==> src/rtl/sprite_motion_ctrl_if.sv <==
// Frame/control inputs and offset/bounce/step outputs of sprite_motion_ctrl.
// With SPRITE_BTN_EN defined it also carries the manual button inputs.
interface sprite_motion_ctrl_if;
   logic               frame_tick;
   logic               enable;
   logic               pause;
   logic signed [10:0] row_offset;
   logic signed [10:0] column_offset;
   logic               row_bounce;
   logic               col_bounce;
   logic               step_done;
`ifdef SPRITE_BTN_EN
   logic               btn_up;
   logic               btn_down;
   logic               btn_left;
   logic               btn_right;
   logic               btn_mode;

   modport master (
      output frame_tick, enable, pause, btn_up, btn_down, btn_left, btn_right, btn_mode,
      input  row_offset, column_offset, row_bounce, col_bounce, step_done
   );
   modport slave (
      input  frame_tick, enable, pause, btn_up, btn_down, btn_left, btn_right, btn_mode,
      output row_offset, column_offset, row_bounce, col_bounce, step_done
   );
`else
   modport master (
      output frame_tick, enable, pause,
      input  row_offset, column_offset, row_bounce, col_bounce, step_done
   );
   modport slave (
      input  frame_tick, enable, pause,
      output row_offset, column_offset, row_bounce, col_bounce, step_done
   );
`endif
endinterface

==> src/rtl/sprite_motion_ctrl.sv <==
// Bouncing sprite offset generator: steps once every FRAMES_PER_STEP frame ticks.
// Optional SPRITE_BTN_EN adds a manual mode driven by debounced direction buttons.
//
// state   | meaning
// IDLE    | parked, offsets held, waits for enable
// RUN     | counting frame ticks, stepping on terminal count
// HOLD    | paused, offsets/direction/counter frozen
module sprite_motion_ctrl #(
   parameter int BASE_ROW        = 100,
   parameter int BASE_COL        = 100,
   parameter int SPR_H           = 2,
   parameter int SPR_W           = 2,
   parameter int V_RES           = 480,
   parameter int H_RES           = 640,
   parameter int STEP            = 1,
   parameter int FRAMES_PER_STEP = 1
) (
   input logic                 clk,
   input logic                 reset,
   sprite_motion_ctrl_if.slave bus
);
   localparam logic [1:0] ST_IDLE = 2'd0;
   localparam logic [1:0] ST_RUN  = 2'd1;
   localparam logic [1:0] ST_HOLD = 2'd2;

   localparam int CNT_W = (FRAMES_PER_STEP > 1) ? $clog2(FRAMES_PER_STEP) : 1;
   localparam logic [CNT_W-1:0] CNT_LAST = CNT_W'(FRAMES_PER_STEP - 1);

   localparam logic signed [11:0] ROW_MIN = 12'(-BASE_ROW);
   localparam logic signed [11:0] ROW_MAX = 12'(V_RES - SPR_H - BASE_ROW);
   localparam logic signed [11:0] COL_MIN = 12'(-BASE_COL);
   localparam logic signed [11:0] COL_MAX = 12'(H_RES - SPR_W - BASE_COL);
   localparam logic signed [11:0] STEP_S  = 12'(STEP);

   logic [1:0]         state_q, state_d;
   logic [CNT_W-1:0]   cnt_q, cnt_d;
   logic signed [10:0] row_q, row_d, col_q, col_d;
   logic               row_neg_q, row_neg_d, col_neg_q, col_neg_d;
   logic               row_bnc_q, row_bnc_d, col_bnc_q, col_bnc_d;
   logic               done_q, done_d;
   logic               tick_run, step_fire;
   logic signed [11:0] row_nx, col_nx;

   function automatic logic signed [11:0] ext(input logic signed [10:0] v);
      return {v[10], v};
   endfunction

   function automatic logic signed [11:0] advance(input logic signed [10:0] v, input logic neg);
      return neg ? ext(v) - STEP_S : ext(v) + STEP_S;
   endfunction

`ifdef SPRITE_BTN_EN
   function automatic logic signed [11:0] btn_delta(input logic inc, input logic dec);
      if (inc && !dec) return STEP_S;
      if (dec && !inc) return -STEP_S;
      return '0;
   endfunction

   function automatic logic signed [11:0] clamp(input logic signed [11:0] v,
                                                input logic signed [11:0] lo,
                                                input logic signed [11:0] hi);
      if (v > hi) return hi;
      if (v < lo) return lo;
      return v;
   endfunction
`endif

   always_comb begin
      state_d   = state_q;
      cnt_d     = cnt_q;
      row_d     = row_q;
      col_d     = col_q;
      row_neg_d = row_neg_q;
      col_neg_d = col_neg_q;
      row_bnc_d = 1'b0;
      col_bnc_d = 1'b0;
      done_d    = 1'b0;
      tick_run  = 1'b0;
      row_nx    = '0;
      col_nx    = '0;

      case (state_q)
         ST_RUN: begin
            if (!bus.enable)         state_d = ST_IDLE;
            else if (bus.pause)      state_d = ST_HOLD;
            else if (bus.frame_tick) tick_run = 1'b1;
         end
         ST_HOLD: begin
            if (!bus.enable)    state_d = ST_IDLE;
            else if (!bus.pause) state_d = ST_RUN;
         end
         default: begin
            if (bus.enable) state_d = ST_RUN;
         end
      endcase

      step_fire = tick_run && (cnt_q == CNT_LAST);
      if (tick_run) cnt_d = step_fire ? '0 : cnt_q + 1'b1;

      if (step_fire) begin
         done_d = 1'b1;
`ifdef SPRITE_BTN_EN
         // manual mode clamps at the limits and leaves bounce direction untouched
         if (bus.btn_mode) begin
            row_nx = clamp(ext(row_q) + btn_delta(bus.btn_down, bus.btn_up), ROW_MIN, ROW_MAX);
            col_nx = clamp(ext(col_q) + btn_delta(bus.btn_right, bus.btn_left), COL_MIN, COL_MAX);
            row_d  = row_nx[10:0];
            col_d  = col_nx[10:0];
         end else
`endif
         begin
            row_nx = advance(row_q, row_neg_q);
            col_nx = advance(col_q, col_neg_q);
            if (row_nx > ROW_MAX) begin
               row_d = ROW_MAX[10:0]; row_neg_d = 1'b1; row_bnc_d = 1'b1;
            end else if (row_nx < ROW_MIN) begin
               row_d = ROW_MIN[10:0]; row_neg_d = 1'b0; row_bnc_d = 1'b1;
            end else begin
               row_d = row_nx[10:0];
            end
            if (col_nx > COL_MAX) begin
               col_d = COL_MAX[10:0]; col_neg_d = 1'b1; col_bnc_d = 1'b1;
            end else if (col_nx < COL_MIN) begin
               col_d = COL_MIN[10:0]; col_neg_d = 1'b0; col_bnc_d = 1'b1;
            end else begin
               col_d = col_nx[10:0];
            end
         end
      end
   end

   always_ff @(posedge clk) begin
      if (reset) begin
         state_q   <= ST_IDLE;
         cnt_q     <= '0;
         row_q     <= '0;
         col_q     <= '0;
         row_neg_q <= 1'b0;
         col_neg_q <= 1'b0;
         row_bnc_q <= 1'b0;
         col_bnc_q <= 1'b0;
         done_q    <= 1'b0;
      end else begin
         state_q   <= state_d;
         cnt_q     <= cnt_d;
         row_q     <= row_d;
         col_q     <= col_d;
         row_neg_q <= row_neg_d;
         col_neg_q <= col_neg_d;
         row_bnc_q <= row_bnc_d;
         col_bnc_q <= col_bnc_d;
         done_q    <= done_d;
      end
   end

   assign bus.row_offset    = row_q;
   assign bus.column_offset = col_q;
   assign bus.row_bounce    = row_bnc_q;
   assign bus.col_bounce    = col_bnc_q;
   assign bus.step_done     = done_q;
endmodule

==> src/flat_wrapper.sv <==
// flat-port wrapper written by rule: the top's interface ports become plain ports
module sprite_motion_ctrl_flat 
#(
   parameter int BASE_ROW        = 100,
   parameter int BASE_COL        = 100,
   parameter int SPR_H           = 2,
   parameter int SPR_W           = 2,
   parameter int V_RES           = 480,
   parameter int H_RES           = 640,
   parameter int STEP            = 1,
   parameter int FRAMES_PER_STEP = 1
)
  (clk, reset, bus_frame_tick, bus_enable, bus_pause, bus_row_offset, bus_column_offset, bus_row_bounce, bus_col_bounce, bus_step_done);
  sprite_motion_ctrl_if bus_i ();
  input logic clk;
  input logic reset;
  input wire logic [$bits(bus_i.frame_tick)-1:0] bus_frame_tick;
  input wire logic [$bits(bus_i.enable)-1:0] bus_enable;
  input wire logic [$bits(bus_i.pause)-1:0] bus_pause;
  output wire logic [$bits(bus_i.row_offset)-1:0] bus_row_offset;
  output wire logic [$bits(bus_i.column_offset)-1:0] bus_column_offset;
  output wire logic [$bits(bus_i.row_bounce)-1:0] bus_row_bounce;
  output wire logic [$bits(bus_i.col_bounce)-1:0] bus_col_bounce;
  output wire logic [$bits(bus_i.step_done)-1:0] bus_step_done;
  assign bus_i.frame_tick = bus_frame_tick;
  assign bus_i.enable = bus_enable;
  assign bus_i.pause = bus_pause;
  assign bus_row_offset = bus_i.row_offset;
  assign bus_column_offset = bus_i.column_offset;
  assign bus_row_bounce = bus_i.row_bounce;
  assign bus_col_bounce = bus_i.col_bounce;
  assign bus_step_done = bus_i.step_done;
  sprite_motion_ctrl #(.BASE_ROW(BASE_ROW), .BASE_COL(BASE_COL), .SPR_H(SPR_H), .SPR_W(SPR_W), .V_RES(V_RES), .H_RES(H_RES), .STEP(STEP), .FRAMES_PER_STEP(FRAMES_PER_STEP)) u_core (.clk(clk), .reset(reset), .bus(bus_i));
endmodule
==> config.mk <==
export PLATFORM = sky130hd
export DESIGN_NAME = sprite_motion_ctrl_flat
export DESIGN_NICKNAME = d
export VERILOG_FILES = /design/src/rtl/sprite_motion_ctrl_if.sv /design/src/rtl/sprite_motion_ctrl.sv /design/src/flat_wrapper.sv
export SDC_FILE = /design/constraint.sdc
export NUM_CORES = 1
export LEC_CHECK = 0
export CORE_UTILIZATION = 50
export DETAILED_ROUTE_END_ITERATION = 6
export PLACE_DENSITY = 0.88
export SETUP_SLACK_MARGIN = 0.3
export SLEW_MARGIN = 10
export SYNTH_ARGS = -nofsm -noshare
export SYNTH_HDL_FRONTEND = slang
export SYNTH_SLANG_ARGS = --single-unit
==> constraint.sdc <==
create_clock -name clk -period 3.25 [get_ports clk]
set_input_delay 0.65 -clock clk [delete_from_list [all_inputs] [get_ports clk]]
set_output_delay 0.65 -clock clk [all_outputs]
set_load 0.01 [all_outputs]
==> results_dict.tcl <==
set metrics [dict create \
    period_minus_slack_ps 2970 \
    first_pass_iters 4 \
    crit_path_start_kind "flip-flop" \
    routed_wl_mm 6.06 \
    async_flop_share_pct 0 \
    worstSetupPathType "reg2reg" \
    cp_top_family "compound AO/OA/AOI/OAI gates" \
    vias 2380 \
    ir_drop_uv 253 \
    antenna_cells 0 \
    yosys_warnings 0 \
    synth_nets 313 \
    worst_slew_pin_slew_ps 783 \
    startpoint "u_core.row_neg_q$_SDFFE_PP0P_" \
    drive_gt1_share_pct 19.2 \
    synth-edff-count 0 \
    clock_latency_ps 280 \
    rsz0062_at_grt "yes" \
    period_share_pct 91.3 \
    worst-path-buf-inv 2 \
    grt_max_degree 21 \
    vias_per_cell 6.26 \
    place.gp.congestion 0.909 \
    ys_ff_latch 30 \
    whs_ps 492 \
    cts_tree "built" \
    start_util_pct 52.7 \
    synth_cell_types 58 \
    layout_common_cells "30 x nor2_1, 29 x clkdlybuf4s50_1, 26 x dfxtp_1" \
    grt.total_usage_pct 22.5 \
    power_density_mw_per_mm2 277 \
    syn_area_mm2 0.00233 \
    worstPathRequired_ps 3450 \
    cts-root-buf "clkbuf_8" \
    die_area_mm2 0.00493 \
    cts_made_buffers 5 \
    h-tree-depth 2 \
    max_freq_mhz 337 \
    io_pins 30 \
    finalSetupViolCount 0 \
    grt_pass1_vias 2082 \
    rows 24 \
    critical_path.max_fanout 7 \
    numPortBuffers 29 \
    final-hold-violation-count 0 \
    cts.sinks 30 \
    gr-total-overflow 0 \
    coreArea_mm2 0.00441 \
    hold_class "reg2reg" \
    leakagePower_nw 1.13 \
    path_cells "ha_1 > a2111oi_4 > buf_4 > a211oi_2 > a211oi_2 > xor2_2 > buf_4 > a31oi_4 > or4_4 > a21oi_2" \
    area_delta_synth_final_pct 28.7 \
    synthFlopType "dfxtp_1" \
    finalSetupTns_ps 0 \
    skew_ps 4.75 \
    synth.avg_cell_area_um2 8.17 \
    max-cap-violations 0 \
    yosysSeqAreaShare_pct 25.8 \
    final_common_cell "nor2_1" \
    grt_pass1_wl_mm 9.03 \
    arrival_ps 3170 \
    antenna_found_initial 0 \
    end_kind "flip-flop" \
    clk_pin_slew_ps 70 \
    outcome "complete, no violations" \
    crit_slowest_cell "or4_4" \
    slew_violations 0 \
    final_nets 355 \
    drt_iter0_drc 280 \
    clk_path_buf_depth 2 \
    r2r_start "u_core.row_neg_q$_SDFFE_PP0P_" \
    die_y_um 70.2 \
    hold_start "u_core.bus.column_offset[6]$_SDFFE_PP0P_" \
    worst_path_largest_cell_delay_ps 510 \
    post-dp-hpwl_mm 4.08 \
    post_drt_wl_per_cell_um 15.9 \
    fillers 348 \
    slew_headroom_pct 47.6 \
    synth_cells 285 \
    ant_nets 0 \
    drc_errors 0 \
    die_w_um 70.2 \
]
==> final timing paths <==
check	cells past startpoint	to	slack [ps]
hold / removal	2	u_core.bus.column_offset[6]$_SDFFE_PP0P_	490
setup reg to reg	10	u_core.bus.row_offset[0]$_SDFFE_PP0P_	280
setup / recovery	10	u_core.bus.row_offset[0]$_SDFFE_PP0P_	280
hold reg to reg	2	u_core.bus.column_offset[6]$_SDFFE_PP0P_	490
==> synthesized netlist by cell type, drive strengths merged, types with 8 or more instances <==
master  count  area (um^2)
o21ai      14         73.8
nand2      17         63.8
nor3        8         40.0
o211ai     10         75.1
dfxtp      30          601
xnor2       9         78.8
o21a        9         67.6
a21oi      19         95.1
inv        14         52.6
ha         21          263
clkbuf      8         30.0
nor2       31          116
a211oi     15          133
==> power by group <==
group / internal, mW / switching [mW] / total, mW
Sequential: 0.373 / 0.00678 / 0.380
Clock: 0.225 / 0.146 / 0.372
Combinational: 0.0365 / 0.0420 / 0.0785
==> final cells by class <==
cell class | instances | area, um^2 | share of cell area (%)
flip-flops and latches | 30 | 608 | 20.3
clock buffers | 5 | 68.8 | 2.30
well taps | 52 | 65.1 | 2.17
inverters | 14 | 52.6 | 1.75
clock inverters | 3 | 40.0 | 1.34
repair buffers | 44 | 403 | 13.4
multi-input cells | 232 | 1760 | 58.7
==> registers in the layout, indices dropped and copies added, names as in the netlist <==
register	cells
u_core.bus.row_offset	11
u_core.state_q	2
u_core.row_neg_q	1
u_core.bus.step_done	1
u_core.bus.row_bounce	1
u_core.bus.col_bounce	1
u_core.cnt_q	1
u_core.bus.column_offset	11
u_core.col_neg_q	1
==> routing by layer <==
| layer | global-route usage, % | up-vias | share of wire, % |
|---|---|---|---|
| met5 | 0 | - | 0 |
| met4 | 6.67 | 0 | 2.1 |
| met3 | 5.34 | 17 | 5.5 |
| met2 | 35.8 | 83 | 46 |
| met1 | 30.2 | 1123 | 46 |
| li1 | - | 1157 | - |
==> worst min-delay path: stages, from the launching register on <==
cell and delay (ps):
dfxtp_1 330, nand2_1 60, a21oi_1 50
==> logic make-up after synthesis <==
| kind of cell | share of synthesized area (%) |
|---|---|
| mux | 0.430 |
| xor+xnor | 6.34 |
| compound gates | 31.2 |
| fa+ha+maj | 13.0 |
| simple gates | 19.5 |
| buf+inv | 3.71 |
| flops | 25.8 |
==> metrics by stage <==
step           std cells  power (mW)  worst slack (ps)  utilization [%]  cell area (um^2)
2_1_floorplan        285       0.432               390                -              2340
3_3_place_gp         364       0.456               222             61.5              2720
3_5_place_dp         364       0.458               123             61.5              2720
4_1_cts              375       0.823               301             64.9              2860
5_1_grt              380       0.858               195             67.9              3000
6_report             380       0.830               283             67.9              3000
==> repair_timing <==
action,4_1_cts,5_1_grt
cloned,0,0
pin swaps,3,13
gates resized for setup,2,29
buffers inserted,3,5
endpoints found under the setup margin,4,17
hold buffers,0,0
No activity file was read; power rests on OpenSTA's default activity.
